===== src/rtl/alu_md_controller.sv =====
`default_nettype none
// ============================================================================
// Module   : alu_md_controller
// Brief    : Decode-stage ALU control plus fixed-latency RV32M mul/div sequencer.
// Revision : 1.0
// ============================================================================
module alu_md_controller #(
    parameter int CTRL_W     = 4,
    parameter int MUL_CYCLES = 4,
    parameter int DIV_CYCLES = 32
) (
    input  logic              clk,
    input  logic              rst,
    input  logic              en,
    input  logic              flush,
    input  logic [6:0]        op,
    input  logic [2:0]        funct3,
    input  logic [6:0]        funct7,
    output logic [CTRL_W-1:0] ALUControlD,
    output logic              illegalD,
    output logic              mdStartE,
    output logic [2:0]        mdFunctE,
    output logic              stallD,
    output logic              mdDone
);

    localparam int MAX_LAT = (MUL_CYCLES > DIV_CYCLES) ? MUL_CYCLES : DIV_CYCLES;
    localparam int CNT_W   = $clog2(MAX_LAT) + 1;

    localparam logic [CNT_W-1:0] c_mul_load = CNT_W'(MUL_CYCLES - 1);
    localparam logic [CNT_W-1:0] c_div_load = CNT_W'(DIV_CYCLES - 1);

    localparam logic [6:0] c_op_r    = 7'b0110011;
    localparam logic [6:0] c_op_i    = 7'b0010011;
    localparam logic [6:0] c_op_b    = 7'b1100011;
    localparam logic [6:0] c_op_lw   = 7'b0000011;
    localparam logic [6:0] c_op_sw   = 7'b0100011;
    localparam logic [6:0] c_op_jal  = 7'b1101111;
    localparam logic [6:0] c_op_jalr = 7'b1100111;
    localparam logic [6:0] c_op_lui  = 7'b0110111;

    localparam logic [3:0] c_alu_add  = 4'd0;
    localparam logic [3:0] c_alu_sub  = 4'd1;
    localparam logic [3:0] c_alu_and  = 4'd2;
    localparam logic [3:0] c_alu_or   = 4'd3;
    localparam logic [3:0] c_alu_xor  = 4'd4;
    localparam logic [3:0] c_alu_slt  = 4'd5;
    localparam logic [3:0] c_alu_sltu = 4'd6;
    localparam logic [3:0] c_alu_sll  = 4'd7;
    localparam logic [3:0] c_alu_srl  = 4'd8;
    localparam logic [3:0] c_alu_sra  = 4'd9;

    typedef enum logic [1:0] {
        S_IDLE = 2'd0,
        S_BUSY = 2'd1,
        S_DONE = 2'd2
    } state_t;

    logic [3:0]       w_alu;
    logic             w_illegal;
    logic             w_md_req;
    logic             w_stall;
    state_t           state_q, state_d;
    logic [CNT_W-1:0] cnt_q, cnt_d;
    logic [2:0]       funct_q, funct_d;
    logic             start_q, start_d;
    logic             done_q, done_d;

    // Illegal encodings fall back to add so the datapath sees a harmless op.
    always_comb begin
        w_alu     = c_alu_add;
        w_illegal = 1'b0;
        case (op)
            c_op_r: begin
                if (funct7 == 7'h00) begin
                    case (funct3)
                        3'd1:    w_alu = c_alu_sll;
                        3'd2:    w_alu = c_alu_slt;
                        3'd3:    w_alu = c_alu_sltu;
                        3'd4:    w_alu = c_alu_xor;
                        3'd5:    w_alu = c_alu_srl;
                        3'd6:    w_alu = c_alu_or;
                        3'd7:    w_alu = c_alu_and;
                        default: w_alu = c_alu_add;
                    endcase
                end else if (funct7 == 7'h20 && funct3 == 3'd0) begin
                    w_alu = c_alu_sub;
                end else if (funct7 == 7'h20 && funct3 == 3'd5) begin
                    w_alu = c_alu_sra;
                end else if (funct7 != 7'h01) begin
                    w_illegal = 1'b1;
                end
            end
            c_op_i: begin
                case (funct3)
                    3'd1: begin
                        if (funct7 == 7'h00) w_alu = c_alu_sll;
                        else                 w_illegal = 1'b1;
                    end
                    3'd2:    w_alu = c_alu_slt;
                    3'd3:    w_alu = c_alu_sltu;
                    3'd4:    w_alu = c_alu_xor;
                    3'd5: begin
                        if (funct7 == 7'h00)      w_alu = c_alu_srl;
                        else if (funct7 == 7'h20) w_alu = c_alu_sra;
                        else                      w_illegal = 1'b1;
                    end
                    3'd6:    w_alu = c_alu_or;
                    3'd7:    w_alu = c_alu_and;
                    default: w_alu = c_alu_add;
                endcase
            end
            c_op_b: begin
                case (funct3)
                    3'd0, 3'd1: w_alu = c_alu_sub;
                    3'd4, 3'd5: w_alu = c_alu_slt;
                    3'd6, 3'd7: w_alu = c_alu_sltu;
                    default:    w_illegal = 1'b1;
                endcase
            end
            c_op_lw, c_op_sw: w_illegal = (funct3 != 3'd2);
            c_op_jalr:        w_illegal = (funct3 != 3'd0);
            c_op_jal, c_op_lui: w_illegal = 1'b0;
            default:          w_illegal = 1'b1;
        endcase
        if (w_illegal) w_alu = c_alu_add;
    end

    assign ALUControlD = CTRL_W'(w_alu);
    assign illegalD    = w_illegal;

    assign w_md_req = en & ~flush & (op == c_op_r) & (funct7 == 7'h01);

    always_comb begin
        state_d = state_q;
        cnt_d   = cnt_q;
        funct_d = funct_q;
        start_d = 1'b0;
        done_d  = 1'b0;
        w_stall = 1'b0;
        case (state_q)
            S_IDLE: begin
                w_stall = w_md_req;
                if (w_md_req) begin
                    funct_d = funct3;
                    cnt_d   = funct3[2] ? c_div_load : c_mul_load;
                    start_d = 1'b1;
                    state_d = S_BUSY;
                end
            end
            S_BUSY: begin
                w_stall = 1'b1;
                if (flush) begin
                    state_d = S_IDLE;
                end else if (cnt_q == '0) begin
                    state_d = S_DONE;
                    done_d  = 1'b1;
                end else begin
                    cnt_d = cnt_q - CNT_W'(1);
                end
            end
            S_DONE:  state_d = S_IDLE;
            default: state_d = S_IDLE;
        endcase
    end

    always_ff @(posedge clk or posedge rst) begin
        if (rst) begin
            state_q <= S_IDLE;
            cnt_q   <= '0;
            funct_q <= 3'd0;
            start_q <= 1'b0;
            done_q  <= 1'b0;
        end else begin
            state_q <= state_d;
            cnt_q   <= cnt_d;
            funct_q <= funct_d;
            start_q <= start_d;
            done_q  <= done_d;
        end
    end

    // The stall is combinational from the request, so gate it while in reset.
    assign stallD   = w_stall & ~rst;
    assign mdStartE = start_q;
    assign mdFunctE = funct_q;
    assign mdDone   = done_q;

endmodule
`default_nettype wire


===== config.mk =====
export PLATFORM = sky130hd
export DESIGN_NAME = alu_md_controller
export DESIGN_NICKNAME = d
export VERILOG_FILES = /design/src/rtl/alu_md_controller.sv
export SDC_FILE = /design/constraint.sdc
export NUM_CORES = 1
export LEC_CHECK = 0
export ABC_CLOCK_PERIOD_IN_PS = 1600
export BUFFER_PORTS_ARGS = -buffer_cell sky130_fd_sc_hd__buf_2
export CAP_MARGIN = 20
export CORE_MARGIN = 1
export CORE_UTILIZATION = 46
export CTS_CLUSTER_SIZE = 12
export DETAILED_ROUTE_END_ITERATION = 6
export GPL_ROUTABILITY_DRIVEN = 1
export PLACE_DENSITY = 0.75
export REMOVE_ABC_BUFFERS = 1
export SETUP_SLACK_MARGIN = 0.15
export SLEW_MARGIN = 20
export SYNTH_ARGS = -nofsm -noshare
export SYNTH_HDL_FRONTEND = slang
export SYNTH_SLANG_ARGS = --single-unit

===== constraint.sdc =====
create_clock -name clk -period 1.6 [get_ports clk]
set_input_delay 0.32 -clock clk [delete_from_list [all_inputs] [get_ports clk]]
set_output_delay 0.32 -clock clk [all_outputs]
set_load 0.005 [all_outputs]

-- Word-level counts from Yosys, hierarchy flattened
Index checks and enable logic that the tools add are counted.
Widths: inputs -> output; s select.
- flip-flop bits (word level): 13
- output and inout bits: 11
- logic and storage cells: 89
- $add $sub $neg: 1
- eq/ne operators: 24
- muxes and demuxes: 36
- bitwise logic cells: 6
- reductions and logical operators: 17
- operators with widths (operator ; count):
    $pmux 4 s7 ; 2
    $eq 7x6->1 const B ; 4
    $mux 4 ; 6
    $eq 7x7->1 const B ; 3
    $mux 6 ; 3
    $mux 1 ; 13
    $eq 3x3->1 const B ; 4
    $pmux 4 s3 ; 1
    $pmux 6 s2 ; 1
    $reduce_or 2->1 ; 5
    $pmux 3 s3 ; 1
    $eq 7x1->1 const B ; 1
    $eq 7x2->1 const B ; 1
    $eq 7x5->1 const B ; 1
    $logic_not 7->1 ; 1
    $ne 7x1->1 const B ; 1
    $eq 3x2->1 const B ; 2
    $logic_not 6->1 ; 1
    $mux 2 ; 3
    $ne 2x2->1 const B ; 3
    $pmux 1 s6 ; 1
    $reduce_or 6->1 ; 1
    $sub 6x1->6 const B ; 1
    $mux 5 ; 1
    other kinds (16) ; 23

-- Longest topological paths before layout
Gate-level depths: netlist (run 1).
- depth in word-level cells: 7
- gate-level depth with buffers: 7
- depth with buffers taken out: 6

-- Least setup slack after synthesis (run 1)
No wires, ideal clock.
- path type: input to output
- start: input port op[2]
- end: output port ALUControlD[1]
- arrival: 1358 ps
- path slack: -78 ps
- stages: 6
- cells stage by stage: buf_2 and4bb_2 nand3_1 o22ai_1 a21oi_1 nor4_2
- cells in the longest elaborated chain, start to end: 4
- elaborated cells on any way between the ends: 13
- ends and longest elaborated chain (element ; RTL line ; source):
    start, declared ; 16 ; input logic [6:0] op,
    $eq 7x7->1 (tied with other cells) ; 73 ; case (op)
    $reduce_or 2->1 ; 73 ;
    $pmux 1 s6 ; 73 ;
    $mux 4 (*) ; 126 ; if (w_illegal) w_alu = c_alu_add;
    end, declared ; 19 ; output logic [CTRL_W-1:0] ALUControlD,
Mark *: on every way between the ends. The rest lies on a longest branch, timed or not.

-- Worst setup path in the final report (run 1)
- start: input port op[6]
- end: output port ALUControlD[1]
The elaborated chain is that of the path after synthesis.

==> flow_summary.yaml, run 1 <==
global_routing:
  grt_usage_pct: 30.5
  grt_first_pass_wirelength_mm: 5.85
  antenna_found_initial: 0
  grt_overflow: 0
  first_global_vias: 1303
  grt_max_degree: 14
sta:
  finalHoldViolations: 0
  drv_slew: 0
  relSlewSlack_pct: 66.3
  setup_viol: 6
  max_freq_mhz: 503
  fin_ws_ns: -0.387
  rsz0062_at_grt: "true"
  tightestPinTransition_ns: 0.505
  finalCritPeriodShare_pct: 124
  post-route-min-period_ns: 1.99
  skew_ns: 0.00370
synthesis:
  ys_ff_latch: 13
  synth-compound-area-share_pct: 19.5
  ys_top_cells_by_area: "dfrtp_1, nor2_1, nor3_1"
  async_reset_ff_share_pct: 100
  yosys.area.top_type: "dfrtp_1"
  synthSimpleGateAreaFrac_pct: 34.6
  synth_top_cell_area_share_pct: 29.4
  ys_types: 50
  synthAdderAreaFrac_pct: 2.26
  synth-edff-count: 0
  synth_area_per_cell_sq_um: 8.25
  ys.warnings.count: 0
  synthMuxAreaShare_pct: 5.88
  synth_ff_type: "dfrtp_1"
  synth_area_sq_um: 1110
  yosysSeqAreaShare_pct: 29.4
  synthesis.instances: 134
  synth_xor_area_share_pct: 2.38
  synth_top_family_by_area: "simple AND/OR/NAND/NOR gates"
routing:
  drc_errors: 0
  drt_iter0_drc: 129
  ant_nets: 0
  vias: 1431
  routed_wl_mm: 4.40
  wl_per_cell_um: 19.0
  via_per_inst: 6.17
  drt_pass1_iterations: 4
placement:
  dp_hpwl_mm: 2.45
  gp_congestion: 0.916
  portBuffers: 31
  placed_cell_area_sq_um: 1520
floorplan:
  initial_core_util_pct: 49.5
  die_h_um: 51.0
  std_cell_rows: 17
  ios: 32
  die_area_sq_um: 2600
  core_sq_um: 2230
  die_width_um: 51.0
pwr:
  leakage_uw: 0.000852
  powerDensity_nw_per_um2: 475
  irDropWorstVdd_mv: 0.621
  fin_total_pwr_uw: 880
final_layout:
  drive_gt1_share_pct: 58.8
  finalInstanceArea_sq_um: 1850
  antenna_cells: 0
  area_growth_pct: 67.5
  layout.nets: 228
cts:
  cts_made_buffers: 3
  clock_latency_ns: 0.28
  path_clk_slew_ns: 0.08
  cts_buffer_depth: 2
  h-tree-depth: 1
  cts_tree: "yes"
  cts_sinks: 13
  cts_root_buf: "clkbuf_4"
run_status:
  status: "finished, violations left"
  violations: "negative setup slack"
setup_path:
  cp_max_fo: 4
  required_ns: 1.28
  criticalPathCategory: "primary input to output port"
  crit_path_end_kind: "output port"
  cp.arrival_ns: 1.67
  start_kind: "primary input"
worst_hold_path:
  min_path_type: "primary input to async pin"
flow_run:
  cap_violations: 0
==> cells in the mapped netlist, types with 2 or more instances <==
master,number
nor2_1,19
dfrtp_1,13
nor3_1,9
a31oi_1,7
o21ai_0,6
a21oi_1,5
buf_2,5
inv_1,5
nand2_1,5
nand2b_1,4
nand3_1,4
o21ai_1,4
mux2_4,3
and2_1,2
clkbuf_1,2
ha_1,2
mux2i_1,2
nand4_1,2
nand4b_1,2
o21a_1,2
xor2_1,2
==> final cells by class <==
class                   instances  area [sq um]
clock buffers                   4          26.3
fillers                       119           380
inverters                       6          25.0
multi-input cells             107           903
flip-flops and latches         13           327
well taps                      28          35.0
repair buffers                 74           537
==> where the power goes <==
part	total, uW	leakage [uW]	switching, uW	internal [uW]
registers	356	0.000168	14.9	341
clock network	207	0.0000150	110	96.9
logic	318	0.000670	161	157
==> path summary, 6_finish.rpt <==
kind	endpoint	slack [ns]	cells past startpoint	from
hold reg to reg	mdFunctE[2]	0.52	1	mdFunctE[2]
hold / removal	mdFunctE[0]	0.07	2	rst
max in group asynchronous	cnt_q[2]	1.16	2	rst
setup reg to reg	cnt_q[1]	0.01	7	cnt_q[2]
min in group clk	state_q[1]	0.34	3	flush
setup / recovery	ALUControlD[1]	-0.39	7	op[6]
==> metal layers <==
layer	share of wire (%)	global-route usage (%)	vias to the layer above
met1	39	38.1	676
li1	-	-	635
met4	3.1	13.0	0
met3	9.7	7.14	16
met5	0	0	-
met2	48	49.6	104
==> flip-flops by register name, indices dropped and copies added, names as in the netlist <==
signal and count:
mdFunctE 3, mdDone 1, state_q 2, mdStartE 1
cnt_q 6
==> stage by stage <==
stage	worst slack (ns)	hold slack [ns]	instances	TNS, ns	utilization (%)
floorplan	-0.0523	0.197	126	-0.0567	-
global placement	-0.236	0.367	220	-1.61	67.8
detailed placement	-0.305	0.372	220	-2.15	67.8
CTS	-0.255	0.0697	228	-0.989	75.2
global route	-0.452	0.0938	232	-2.07	83.0
finish	-0.387	0.0730	232	-1.66	83.0
==> placed cells by master (no fill, tap or decap), types with 2 or more instances in the layout <==
| cell type | instances |
|---|---|
| nor2_1 | 13 |
| nand3_1 | 2 |
| mux2i_1 | 2 |
| and2_1 | 2 |
| xor2_1 | 2 |
| nor3_1 | 5 |
| inv_1 | 3 |
| clkbuf_4 | 3 |
| nor3_4 | 3 |
| nand2b_1 | 3 |
| nor3_2 | 2 |
| nand4b_1 | 2 |
| o21ai_1 | 2 |
| a21oi_1 | 4 |
| dfrtp_1 | 12 |
| buf_2 | 27 |
| nand2_1 | 4 |
| buf_4 | 35 |
| o21ai_2 | 3 |
| inv_2 | 2 |
| nand4_1 | 2 |
| nor2_2 | 5 |
| o21a_1 | 2 |
| o21ai_0 | 5 |
| mux2_4 | 3 |
| buf_6 | 11 |
| a31oi_1 | 6 |
==> logic make-up after synthesis <==
group | after synthesis
mux | 5
fa+ha+maj | 2
simple gates | 64
xor+xnor | 3
buf+inv | 14
compound gates | 33
flops | 13
==> worst max-delay path, cell delays in order <==
cell and delay, ns:
buf_8 0.10, and4bb_4 0.34, nand4_1 0.19, o22ai_2 0.22, a21oi_1 0.13, nor4_2 0.21
buf_2 0.15
==> repair_timing <==
item	in CTS	in global routing
pin swaps	12	17
endpoints found under the setup margin	13	14
gates resized for setup	26	29
hold buffers	0	0
gates cloned	0	0
buffers inserted	4	4
(Power assumes the default switching activity.)
==> run 2: changes to the inputs <==
--- a/config.mk
+++ b/config.mk
@@ -8,7 +8,7 @@
 export ABC_CLOCK_PERIOD_IN_PS = 1600
 export BUFFER_PORTS_ARGS = -buffer_cell sky130_fd_sc_hd__buf_2
 export CAP_MARGIN = 20
-export CORE_MARGIN = 1
+export CORE_MARGIN = 2
 export CORE_UTILIZATION = 46
 export CTS_CLUSTER_SIZE = 12
 export DETAILED_ROUTE_END_ITERATION = 6
==> flow_summary.yaml, run 2 (synthesis results as in run 1) <==
run_status:
  violations: "negative setup slack"
  status: "finished, violations left"
routing:
  routed_wl_mm: 5.10
  wl_per_cell_um: 21.8
  drt_pass1_iterations: 6
  via_per_inst: 6.53
  vias: 1529
  ant_nets: 0
  drc_errors: 0
  drt_iter0_drc: 93
pwr:
  p_clk_share_pct: 23.1
  p_sw_uw: 301
  irDropWorstVdd_mv: 0.567
  sw_frac_of_total_pct: 33.4
  p_int_uw: 599
  powerDensity_nw_per_um2: 482
  fin_total_pwr_uw: 900
  seqPwrFrac_pct: 39.3
  p_comb_share_pct: 37.5
  leakage_uw: 0.000855
cts:
  path_clk_slew_ns: 0.08
  cts_sinks: 13
  clock_latency_ns: 0.28
  cts_made_buffers: 3
  cts_buffer_depth: 2
  cts_tree: "yes"
  ctsHoldBuffers: 0
  h-tree-depth: 1
  cts_root_buf: "clkbuf_4"
setup_path:
  rrSetupSlack_ns: 0.01
  timing.critical_path.buf_inv: 3
  crit_slowest_cell: "and4bb_4"
  cp.arrival_ns: 1.73
  startpoint: "op[3]"
  path_cells: "buf_8 -> and4bb_4 -> nand4_1 -> buf_4 -> nor2_1 -> a211o_1 -> buf_2"
  cp_max_fo: 3
  cp_top_family: "simple AND/OR/NAND/NOR gates"
  reg2reg_from: "cnt_q[3]"
  start_kind: "primary input"
  max_stage_delay_ns: 0.33
  criticalPathCategory: "primary input to output port"
  required_ns: 1.28
  crit_path_end_kind: "output port"
floorplan:
  initial_core_util_pct: 49.5
  std_cell_rows: 17
  die_width_um: 53.0
  ios: 32
  die_area_sq_um: 2810
  die_h_um: 53.0
  core_sq_um: 2230
sta:
  rsz0062_at_grt: "true"
  relSlewSlack_pct: 63.8
  post-route-min-period_ns: 2.05
  skew_ns: 0.00137
  fin_ws_ns: -0.452
  drv_slew: 0
  finalHoldViolations: 0
  finalCritPeriodShare_pct: 128
  tightestPinTransition_ns: 0.542
  setup_viol: 6
  max_freq_mhz: 487
global_routing:
  grt_overflow: 0
  grt_usage_pct: 31.6
  first_global_vias: 1358
  antenna_found_initial: 0
  grt_first_pass_wirelength_mm: 6.30
  grt_max_degree: 14
final_layout:
  area_growth_pct: 68.9
  n_fill_cell: 121
  layout.nets: 230
  finalInstanceArea_sq_um: 1870
  final_cell_mix: "buf_4, buf_2, nor2_1, dfrtp_1, buf_6"
  largest_reg_flops: 6
  top_register: "cnt_q"
  fin_util_pct: 83.6
  antenna_cells: 0
  drive_gt1_share_pct: 57.8
  final_common_cell: "buf_4"
flow_run:
  cap_violations: 0
placement:
  dp_hpwl_mm: 2.48
  portBuffers: 31
  placed_cell_area_sq_um: 1520
  gp_congestion: 0.905
worst_hold_path:
  min_path_type: "primary input to async pin"
==> run 2: changes by cell type in the layout (fill, tap and decap cells not counted), sizes merged <==
cell	change
buf	+2
==> run 2: area by class of cell <==
cell class	count	area [sq um]	area share, %
multi-input cells	107	901	48.2
well taps	28	35.0	1.88
flip-flops and latches	13	328	17.5
repair buffers	76	553	29.6
inverters	6	25.0	1.34
clock buffers	4	26.3	1.41
==> run 2: power by group through the flow <==
stage	Combinational [uW]	Sequential (uW)	Clock (uW)
2_1_floorplan	91.5	356	0
3_3_place_gp	213	356	0
3_5_place_dp	222	357	0
4_1_cts	268	353	205
5_1_grt	350	355	225
6_report	338	354	208
==> run 2: path summary, 6_finish.rpt <==
check	to	cells past startpoint
worst max-delay path	ALUControlD[0]	7
worst min-delay path	mdFunctE[1]	2
worst max register to register	cnt_q[5]	6
worst min register to register	mdFunctE[0]	1
max in group asynchronous	cnt_q[2]	2
min in group clk	mdDone	3
==> run 2: per-stage QoR <==
stage	instances	hold WS [ns]	TNS, ns	setup WS, ns
floorplan	126	0.197	-0.0567	-0.0523
global route	234	0.0866	-2.05	-0.453
global placement	220	0.362	-1.71	-0.252
detailed placement	220	0.375	-2.00	-0.297
CTS	231	0.0772	-0.947	-0.275
finish	234	0.0727	-1.89	-0.452
==> run 2: worst register-to-register path, stage by stage, from the launching register on <==
cell and delay [ns]:
dfrtp_1 0.45, nor3_4 0.09, a311oi_4 0.34, buf_4 0.21, nand3_4 0.09, xnor2_2 0.15, nor2_1 0.18
==> run 2: layer usage <==
layer	up-vias	track usage (%)	routed length (um)
met2	136	53.5	2380
met5	-	0	0
met3	52	8.47	521
li1	636	-	-
met4	0	12.4	358
met1	705	37.9	1840
==> run 2: repair_timing <==
| action | in CTS | in global routing |
|---|---|---|
| pin swaps | 15 | 10 |
| buffers inserted | 7 | 3 |
| gates resized for setup | 34 | 22 |
| setup endpoints to repair | 13 | 14 |
==> run 3: changes to the inputs <==
--- a/config.mk
+++ b/config.mk
@@ -9,11 +9,12 @@
 export BUFFER_PORTS_ARGS = -buffer_cell sky130_fd_sc_hd__buf_2
 export CAP_MARGIN = 20
 export CORE_MARGIN = 2
-export CORE_UTILIZATION = 46
+export CORE_UTILIZATION = 48
+export CTS_BUF_LIST = sky130_fd_sc_hd__clkbuf_4 sky130_fd_sc_hd__clkbuf_8
 export CTS_CLUSTER_SIZE = 12
 export DETAILED_ROUTE_END_ITERATION = 6
 export GPL_ROUTABILITY_DRIVEN = 1
-export PLACE_DENSITY = 0.75
+export PLACE_DENSITY = 0.78
 export REMOVE_ABC_BUFFERS = 1
 export SETUP_SLACK_MARGIN = 0.15
 export SLEW_MARGIN = 20
==> flow_summary.yaml, run 3 (synthesis results as in run 1) <==
cts:
  ctsHoldBuffers: 0
  path_clk_slew_ns: 0.09
  cts_root_buf: "clkbuf_4"
  clock_latency_ns: 0.29
  cts_tree: "yes"
  cts_sinks: 13
  cts_made_buffers: 3
  cts_buffer_depth: 2
  h-tree-depth: 1
global_routing:
  grt_usage_pct: 32.4
  grt_max_degree: 14
  grt_first_pass_wirelength_mm: 6.28
  antenna_found_initial: 0
  grt_overflow: 0
  first_global_vias: 1333
flow_run:
  cap_violations: 0
setup_path:
  cp_top_family: "buffers and inverters"
  cp_max_fo: 3
  rr_worst_depth: 7
  timing.critical_path.buf_inv: 4
  max_stage_delay_ns: 0.21
  r2r_end: "cnt_q[5]"
  rrSetupSlack_ns: 0.01
  crit_path_end_kind: "output port"
  start_kind: "primary input"
  criticalPathCategory: "primary input to output port"
  crit_slowest_cell: "a2111oi_4"
  crit_top_cell: "buf_4"
  required_ns: 1.28
  reg2reg_from: "cnt_q[1]"
  cp.arrival_ns: 1.61
  path_cells: "buf_6 -> nor3_2 -> buf_4 -> nand4_1 -> buf_4 -> a2111oi_4 -> a31oi_1 -> o21ai_1 -> buf_2"
pwr:
  powerDensity_nw_per_um2: 474
  fin_total_pwr_uw: 914
  leakage_uw: 0.000878
  irDropWorstVdd_mv: 0.399
floorplan:
  die_h_um: 52.0
  die_width_um: 52.0
  initial_core_util_pct: 50.5
  ios: 32
  std_cell_rows: 17
  core_sq_um: 2190
  die_area_sq_um: 2700
final_layout:
  final_cell_mix: "buf_4, buf_2, buf_6, nor2_1, dfrtp_1"
  final_common_cell: "buf_4"
  area_growth_pct: 74.3
  antenna_cells: 0
  largest_reg_flops: 6
  stdcell_count: 236
  top_register: "cnt_q"
  drive_gt1_share_pct: 61.1
  layout.nets: 232
  n_fill_cell: 102
run_status:
  violations: "negative setup slack"
  status: "finished, violations left"
sta:
  skew_ns: 0.0128
  fin_ws_ns: -0.334
  max_freq_mhz: 517
  finalHoldViolations: 0
  hold_slack_ns: 0.0673
  setup_viol: 6
  relSlewSlack_pct: 64.9
  finalCritPeriodShare_pct: 121
  post-route-min-period_ns: 1.93
  rsz0062_at_grt: "true"
  drv_slew: 0
  tightestPinTransition_ns: 0.526
placement:
  portBuffers: 31
  gp_congestion: 0.928
  dp_hpwl_mm: 2.49
  dp_cells: 221
routing:
  vias: 1485
  ant_nets: 0
  wl_per_cell_um: 20.3
  via_per_inst: 6.29
  drc_errors: 0
  routed_wl_mm: 4.79
  drt_iter0_drc: 80
  drt_pass1_iterations: 4
worst_hold_path:
  min_path_type: "primary input to async pin"
[run 3: changes by cell type in the layout (fill, tap and decap cells not counted), moves of 2 or more]
cell / previous run / this run
buf_6: 10 / 14
a21oi_1: 4 / 2
buf_8: 1 / 3
nor2_1: 17 / 13
buf_4: 40 / 38
nor2_2: 1 / 5
nor3_4: 4 / 2
nor3_2: 1 / 3
buf_2: 25 / 23
[run 3: power by group]
group          internal [uW]  total [uW]  leakage [uW]  switching [uW]
logic                    162         329      0.000693             167
registers                340         352      0.000167            12.2
clock network            114         233     0.0000184             119
total                    616         914      0.000878             298
[run 3: worst max path at each step]
stage | endpoint | slack [ns] | depth (start not counted) | startpoint
2_1_floorplan | ALUControlD[1] | -0.05 | 5 | funct7[3]
3_3_place_gp | ALUControlD[1] | -0.27 | 7 | op[5]
3_5_place_dp | ALUControlD[2] | -0.34 | 7 | op[6]
4_1_cts | ALUControlD[1] | -0.29 | 7 | op[3]
5_1_grt | ALUControlD[2] | -0.43 | 9 | funct7[6]
6_report | ALUControlD[2] | -0.33 | 9 | funct7[6]
[run 3: layout make-up]
class	instances	area, sq um	area share, %
Clock buffer	4	30.0	1.56
Inverter	6	22.5	1.17
Timing Repair Buffer	78	603	31.3
Multi-Input combinational cell	107	911	47.2
Tap cell	28	35.0	1.82
Sequential cell	13	327	16.9
[run 3: layer usage]
metal | part of all wire, % | up-vias | global-route usage [%]
li1 | - | 642 | -
met1 | 37 | 709 | 38.7
met2 | 49 | 104 | 56.3
met3 | 7.3 | 30 | 4.60
met4 | 6.5 | 0 | 15.4
met5 | 0 | - | 0
[run 3: through the flow]
step,util (%),setup slack [ns],TNS (ns),area [sq um]
finish,88.0,-0.334,-1.30,1930
global route,88.0,-0.431,-1.79,1930
CTS,81.2,-0.287,-1.05,1780
detailed placement,69.5,-0.339,-2.21,1520
global placement,69.5,-0.274,-1.59,1520
floorplan,-,-0.0523,-0.0567,1060
[run 3: timing repair]
item / in CTS / in global routing
buffers inserted: 9 / 2
gates resized for setup: 38 / 30
pin swaps: 26 / 23
endpoints found under the setup margin: 14 / 15
